[src/rtl/gcd_feeder.sv]
// gcd_feeder: operand FIFO and issue controller in front of the subtractive gcd core.
// Operand pairs are queued, dispatched one at a time to the core, and each result
// is returned on a valid/ready stream tagged with the core's compute latency.
// Pairs with a zero operand never reach the core (it would not terminate); the
// feeder answers them directly with a|b and a latency tag of zero.

module gcd_feeder #(
  parameter int XLEN  = 32,
  parameter int DEPTH = 4,
  parameter int CNTW  = 16
) (
  input  logic                       clk_i,
  input  logic                       rst_i,
  // operand stream
  input  logic                       op_valid_i,
  output logic                       op_ready_o,
  input  logic [XLEN-1:0]            op_a_i,
  input  logic [XLEN-1:0]            op_b_i,
  // core interface
  output logic                       core_ld_o,
  output logic [XLEN-1:0]            core_a_o,
  output logic [XLEN-1:0]            core_b_o,
  input  logic                       core_ready_i,
  input  logic                       core_valid_i,
  input  logic [XLEN-1:0]            core_gcd_i,
  // result stream
  output logic                       res_valid_o,
  input  logic                       res_ready_i,
  output logic [XLEN-1:0]            res_gcd_o,
  output logic [CNTW-1:0]            res_cycles_o,
  output logic                       res_bypass_o,
  output logic [$clog2(DEPTH):0]     count_o
);

  localparam int AW = $clog2(DEPTH);
  localparam int CW = AW + 1;

  localparam logic [CW-1:0]   CNT_FULL  = CW'(DEPTH);
  localparam logic [CW-1:0]   CNT_ZERO  = {CW{1'b0}};
  localparam logic [CW-1:0]   CNT_ONE   = {{(CW-1){1'b0}}, 1'b1};
  localparam logic [AW-1:0]   PTR_ONE   = {{(AW-1){1'b0}}, 1'b1};
  localparam logic [CNTW-1:0] LAT_ZERO  = {CNTW{1'b0}};
  localparam logic [CNTW-1:0] LAT_ONE   = {{(CNTW-1){1'b0}}, 1'b1};
  localparam logic [CNTW-1:0] LAT_MAX   = {CNTW{1'b1}};
  localparam logic [XLEN-1:0] DATA_ZERO = {XLEN{1'b0}};

  typedef enum logic [1:0] {
    IDLE  = 2'd0,
    ISSUE = 2'd1,
    WAIT  = 2'd2,
    HOLD  = 2'd3
  } state_t;

  // Saturating +1 for the latency counter; it must never wrap back to a small value.
  function automatic logic [CNTW-1:0] sat_inc(input logic [CNTW-1:0] v);
    logic [CNTW-1:0] r;
    if (v == LAT_MAX) begin
      r = LAT_MAX;
    end else begin
      r = v + LAT_ONE;
    end
    return r;
  endfunction

  // ---------------------------------------------------------------------------
  // State
  // ---------------------------------------------------------------------------
  state_t            state_r;
  state_t            state_next_s;

  logic [XLEN-1:0]   mem_a_r [DEPTH];
  logic [XLEN-1:0]   mem_b_r [DEPTH];
  logic [AW-1:0]     wr_ptr_r;
  logic [AW-1:0]     rd_ptr_r;
  logic [CW-1:0]     count_r;

  logic [XLEN-1:0]   core_a_r;
  logic [XLEN-1:0]   core_b_r;
  logic              core_ld_r;
  logic [CNTW-1:0]   lat_cnt_r;

  logic              res_valid_r;
  logic [XLEN-1:0]   res_gcd_r;
  logic [CNTW-1:0]   res_cycles_r;
  logic              res_bypass_r;

  // ---------------------------------------------------------------------------
  // Decoded control
  // ---------------------------------------------------------------------------
  logic              fifo_full_s;
  logic              fifo_empty_s;
  logic              push_s;
  logic              pop_s;
  logic              issue_s;
  logic              bypass_s;
  logic              capture_s;
  logic [XLEN-1:0]   head_a_s;
  logic [XLEN-1:0]   head_b_s;
  logic              head_zero_s;

  // Full/empty come from the registered count only, so ready has no path from pop.
  assign fifo_full_s  = (count_r == CNT_FULL);
  assign fifo_empty_s = (count_r == CNT_ZERO);
  assign push_s       = op_valid_i && !fifo_full_s;

  assign head_a_s     = mem_a_r[rd_ptr_r];
  assign head_b_s     = mem_b_r[rd_ptr_r];
  assign head_zero_s  = (head_a_s == DATA_ZERO) || (head_b_s == DATA_ZERO);

  // Next-state and one-cycle control strobes for the dispatch FSM.
  always_comb begin
    state_next_s = state_r;
    pop_s        = 1'b0;
    issue_s      = 1'b0;
    bypass_s     = 1'b0;
    capture_s    = 1'b0;
    case (state_r)
      IDLE: begin
        if (fifo_empty_s) begin
          state_next_s = IDLE;
        end else if (head_zero_s) begin
          // Zero operand: answer locally, the core is not involved.
          pop_s        = 1'b1;
          bypass_s     = 1'b1;
          state_next_s = HOLD;
        end else if (core_ready_i) begin
          pop_s        = 1'b1;
          issue_s      = 1'b1;
          state_next_s = ISSUE;
        end else begin
          // Core busy: keep the head queued.
          state_next_s = IDLE;
        end
      end
      ISSUE: begin
        state_next_s = WAIT;
      end
      WAIT: begin
        if (core_valid_i) begin
          capture_s    = 1'b1;
          state_next_s = HOLD;
        end else begin
          state_next_s = WAIT;
        end
      end
      HOLD: begin
        if (res_ready_i) begin
          state_next_s = IDLE;
        end else begin
          state_next_s = HOLD;
        end
      end
      default: begin
        state_next_s = IDLE;
      end
    endcase
  end

  // FSM state register.
  always_ff @(posedge clk_i) begin
    if (rst_i) begin
      state_r <= IDLE;
    end else begin
      state_r <= state_next_s;
    end
  end

  // FIFO pointers and occupancy; push and pop together leave the count unchanged.
  always_ff @(posedge clk_i) begin
    if (rst_i) begin
      wr_ptr_r <= {AW{1'b0}};
      rd_ptr_r <= {AW{1'b0}};
      count_r  <= CNT_ZERO;
    end else begin
      if (push_s) begin
        wr_ptr_r <= wr_ptr_r + PTR_ONE;
      end else begin
        wr_ptr_r <= wr_ptr_r;
      end
      if (pop_s) begin
        rd_ptr_r <= rd_ptr_r + PTR_ONE;
      end else begin
        rd_ptr_r <= rd_ptr_r;
      end
      case ({push_s, pop_s})
        2'b10:   count_r <= count_r + CNT_ONE;
        2'b01:   count_r <= count_r - CNT_ONE;
        default: count_r <= count_r;
      endcase
    end
  end

  // FIFO storage; contents are don't-care until written, so no reset is needed.
  always_ff @(posedge clk_i) begin
    if (push_s) begin
      mem_a_r[wr_ptr_r] <= op_a_i;
      mem_b_r[wr_ptr_r] <= op_b_i;
    end
  end

  // Core operand latches: load on dispatch, otherwise hold the last issued pair.
  always_ff @(posedge clk_i) begin
    if (rst_i) begin
      core_a_r <= DATA_ZERO;
      core_b_r <= DATA_ZERO;
    end else if (issue_s) begin
      core_a_r <= head_a_s;
      core_b_r <= head_b_s;
    end else begin
      core_a_r <= core_a_r;
      core_b_r <= core_b_r;
    end
  end

  // Load pulse is high exactly while the FSM sits in ISSUE.
  always_ff @(posedge clk_i) begin
    if (rst_i) begin
      core_ld_r <= 1'b0;
    end else begin
      core_ld_r <= (state_next_s == ISSUE);
    end
  end

  // Latency counter: cleared on dispatch, counts WAIT cycles, saturates at all-ones.
  always_ff @(posedge clk_i) begin
    if (rst_i) begin
      lat_cnt_r <= LAT_ZERO;
    end else if (issue_s) begin
      lat_cnt_r <= LAT_ZERO;
    end else if (state_r == WAIT) begin
      lat_cnt_r <= sat_inc(lat_cnt_r);
    end else begin
      lat_cnt_r <= lat_cnt_r;
    end
  end

  // Result registers: loaded by bypass or core capture, frozen while HOLD waits.
  always_ff @(posedge clk_i) begin
    if (rst_i) begin
      res_gcd_r    <= DATA_ZERO;
      res_cycles_r <= LAT_ZERO;
      res_bypass_r <= 1'b0;
    end else if (bypass_s) begin
      res_gcd_r    <= head_a_s | head_b_s;
      res_cycles_r <= LAT_ZERO;
      res_bypass_r <= 1'b1;
    end else if (capture_s) begin
      res_gcd_r    <= core_gcd_i;
      res_cycles_r <= sat_inc(lat_cnt_r);
      res_bypass_r <= 1'b0;
    end else begin
      res_gcd_r    <= res_gcd_r;
      res_cycles_r <= res_cycles_r;
      res_bypass_r <= res_bypass_r;
    end
  end

  // Result valid is high exactly while the FSM sits in HOLD.
  always_ff @(posedge clk_i) begin
    if (rst_i) begin
      res_valid_r <= 1'b0;
    end else begin
      res_valid_r <= (state_next_s == HOLD);
    end
  end

  assign op_ready_o   = !fifo_full_s;
  assign count_o      = count_r;
  assign core_ld_o    = core_ld_r;
  assign core_a_o     = core_a_r;
  assign core_b_o     = core_b_r;
  assign res_valid_o  = res_valid_r;
  assign res_gcd_o    = res_gcd_r;
  assign res_cycles_o = res_cycles_r;
  assign res_bypass_o = res_bypass_r;

endmodule

[config.mk]
export PLATFORM = sky130hd
export DESIGN_NAME = gcd_feeder
export DESIGN_NICKNAME = d
export VERILOG_FILES = /design/src/rtl/gcd_feeder.sv
export SDC_FILE = /design/constraint.sdc
export NUM_CORES = 1
export LEC_CHECK = 0
export CORE_MARGIN = 2
export CORE_UTILIZATION = 45
export DETAILED_ROUTE_END_ITERATION = 10
export PLACE_DENSITY = 0.72
export SETUP_SLACK_MARGIN = 0.02
export SLEW_MARGIN = 20
export SYNTH_ARGS = -nofsm -noshare
export SYNTH_HDL_FRONTEND = slang
export SYNTH_SLANG_ARGS = --single-unit
[constraint.sdc]
create_clock -name clk_i -period 9.25 [get_ports clk_i]
set_input_delay 0.925 -clock clk_i [delete_from_list [all_inputs] [get_ports clk_i]]
set_output_delay 0.925 -clock clk_i [all_outputs]
set_load 0.01 [all_outputs]
==> out/metrics.cfg <==
[status]
status = completed

[route]
antenna_left = 0
vias = 9734
drtIter0Drc = 756
drc = 0
route.final.wire_length_um = 40300
wl_per_cell_um = 23.6
vias_per_cell = 5.69
first_pass_iters = 5

[clock_network]
post_cts_resized = 0
cts-htree-levels = 2
cts_tree = done
clockBufferDepth = 3
cts_buffers = 41
root_buffer = clkbuf_16
cts.reportedPaths.clkPinSlew_ns = 0.06
cts.sinks = 398
cts_setup_buffers = 0
clock_latency_ns = 0.55
hold_buffers = 0

[sta]
hold_viol = 0
slew_headroom_pct = 23.7
rsz0062_at_grt = no
tightest_slew_ns = 1.14
timing.hold.ws_ns = 0.491
period_share_pct = 53.6
skew_ns = 0.0199
fin_crit_ns = 4.95
fin_setup_tns_ns = 0
max_freq_ghz = 0.202
slew_viol_final = 0
setup_violations = 0

[global_route]
grt_max_degree = 72
grt_pass1_wl_um = 60000
groute.usage.overall_pct = 22.1
grt_pass1_vias = 9696
grt_antenna_before_repair = 7
grt_overflow = 0

[final_layout]
n_fill_cell = 2784
final_cell_area_um2 = 19300
fin_nets = 1328
final_cell_mix = edfxtp_1 (256), clkdlybuf4s50_1 (219), dfxtp_1 (140)
drive_above_1_share_pct = 11.0
layout_commonest_cell = edfxtp_1
area_delta_synth_final_pct = 22.8
seq_area_um2 = 10500
multi_input_area_um2 = 4590

[synth]
ys_seq_area_share_pct = 66.8
async_flop_share_pct = 0
syn_inst = 1012
ys.flop_type = edfxtp_1
synth.cell_area_um2 = 15800
yosysUniqueCellTypes = 54
synth_warnings = 0
syn_area_per_cell_um2 = 15.6
syn-num-nets = 1121
synth-edff-count = 256
synth-seq-cells = 398

[setup_path]
cp.arrival_ns = 5.32
startpoint_type = flop
worstSetupPathType = reg -> reg
cp.required_ns = 9.61
crit_path_max_fanout = 37
crit_path_end_kind = flop

[hold_path]
holdCritStartpoint = rd_ptr_r[1]
worstHoldPathType = reg -> reg

[pwr]
p_comb_share_pct = 24.6
sw_frac_of_total_pct = 29.5
p_per_area_nw_per_um2 = 268
vdd_drop_max_uv = 139
internal_power_w = 0.00366
p_switching_w = 0.00153
clock_power_share_pct = 31.3
p_seq_share_pct = 44.1
p_leak_nw = 6.53

[die]
start_util_pct = 45.6
die_w_um = 191
die-area_um2 = 36500
core-area_um2 = 34500
row_count = 68
ios = 221
die_y_um = 191

[placed_design]
gp_congestion = 0.830
hpwl_um = 26400
numPortBuffers = 220
placed_area_um2 = 18000

[run]
drv_cap = 0

## worst paths after layout
check,end,slack (ns),cells past startpoint
setup / recovery,res_cycles_o[1],4.30,7
hold / removal,flop,0.49,2
setup reg to reg,res_cycles_o[1],4.30,7
hold reg to reg,flop,0.49,2
## worst max-delay path, stage by stage (launching register included)
cell and delay [ns]:
dfxtp_4 0.80, buf_4 0.64, mux4_2 0.62, nor4_1 0.44, nand4_1 0.40, o22ai_4 0.90
and2_0 0.74, a2111oi_0 0.17
## flip-flops by register name, summed over array words and instances (netlist names), 3 cells and up, named ones only
register and cells:
core_a_o 32, core_b_o 32, count_o 3, lat_cnt_r 16, mem_a_r 128, mem_b_r 128, res_cycles_o 16, res_gcd_o 32
## power by group through the flow
stage	registers, W	logic, W	clock network (W)
5_1_grt	0.00231	0.00137	0.00171
3_5_place_dp	0.00232	0.00128	0
6_report	0.00229	0.00128	0.00163
4_1_cts	0.00229	0.00128	0.00164
3_3_place_gp	0.00232	0.00126	0
2_1_floorplan	0.00229	0.000853	0
## per-layer routing
metal	share of wire [%]	global-route usage (%)	up-vias
li1	-	-	4335
met1	42	29.9	4911
met2	48	35.2	416
met3	8.6	5.89	64
met4	2.1	6.63	8
met5	0.13	0	-
## cells by family (layout without fill, tap and decap cells)
kind of cell / count (synthesis) / after routing / synth area share [%]
and+or+nand+nor: 299 / 299 / 9.25
adders and majority gates: 7 / 7 / 0.604
xor gates and xnor gates: 14 / 14 / 0.778
AOI/OAI and AO/OA: 88 / 88 / 4.39
DFF: 398 / 398 / 66.8
muxes: 131 / 131 / 13.9
buffers and inverters: 75 / 315 / 4.27
other: 0 / 3 / 0
## cell type report
class | instances | area share, %
Antenna cell | 3 | 0.0388
Clock buffer | 55 | 5.99
Clock inverter | 21 | 0.964
Inverter | 10 | 0.194
Multi-Input combinational cell | 539 | 23.7
Sequential cell | 398 | 54.4
Tap cell | 455 | 2.94
Timing Repair Buffer | 229 | 11.7
## synthesized netlist by cell type, drive strengths merged (9+ instances only)
cell type | instances | share of area [%]
nand2 | 91 | 2.2
edfxtp | 256 | 49
a211oi | 9 | 0.49
a21oi | 15 | 0.48
xnor2 | 10 | 0.56
nor4 | 19 | 0.75
mux4 | 64 | 9.6
inv | 10 | 0.24
nor3 | 14 | 0.44
a311oi | 34 | 1.9
nor2 | 104 | 2.5
mux2i | 67 | 4.3
dfxtp | 142 | 18
nor4b | 32 | 1.8
buf | 22 | 1.9
clkbuf | 42 | 2.0
## metrics by stage
step,util (%),instances,power (W),setup WS [ns]
2_1_floorplan,-,1012,0.00315,5.89
3_3_place_gp,52.1,1631,0.00358,4.34
3_5_place_dp,52.1,1631,0.00360,4.31
4_1_cts,56.0,1707,0.00522,4.30
5_1_grt,56.0,1707,0.00540,3.98
6_report,56.0,1710,0.00519,4.30
No activity file was read; power rests on OpenSTA's default activity.
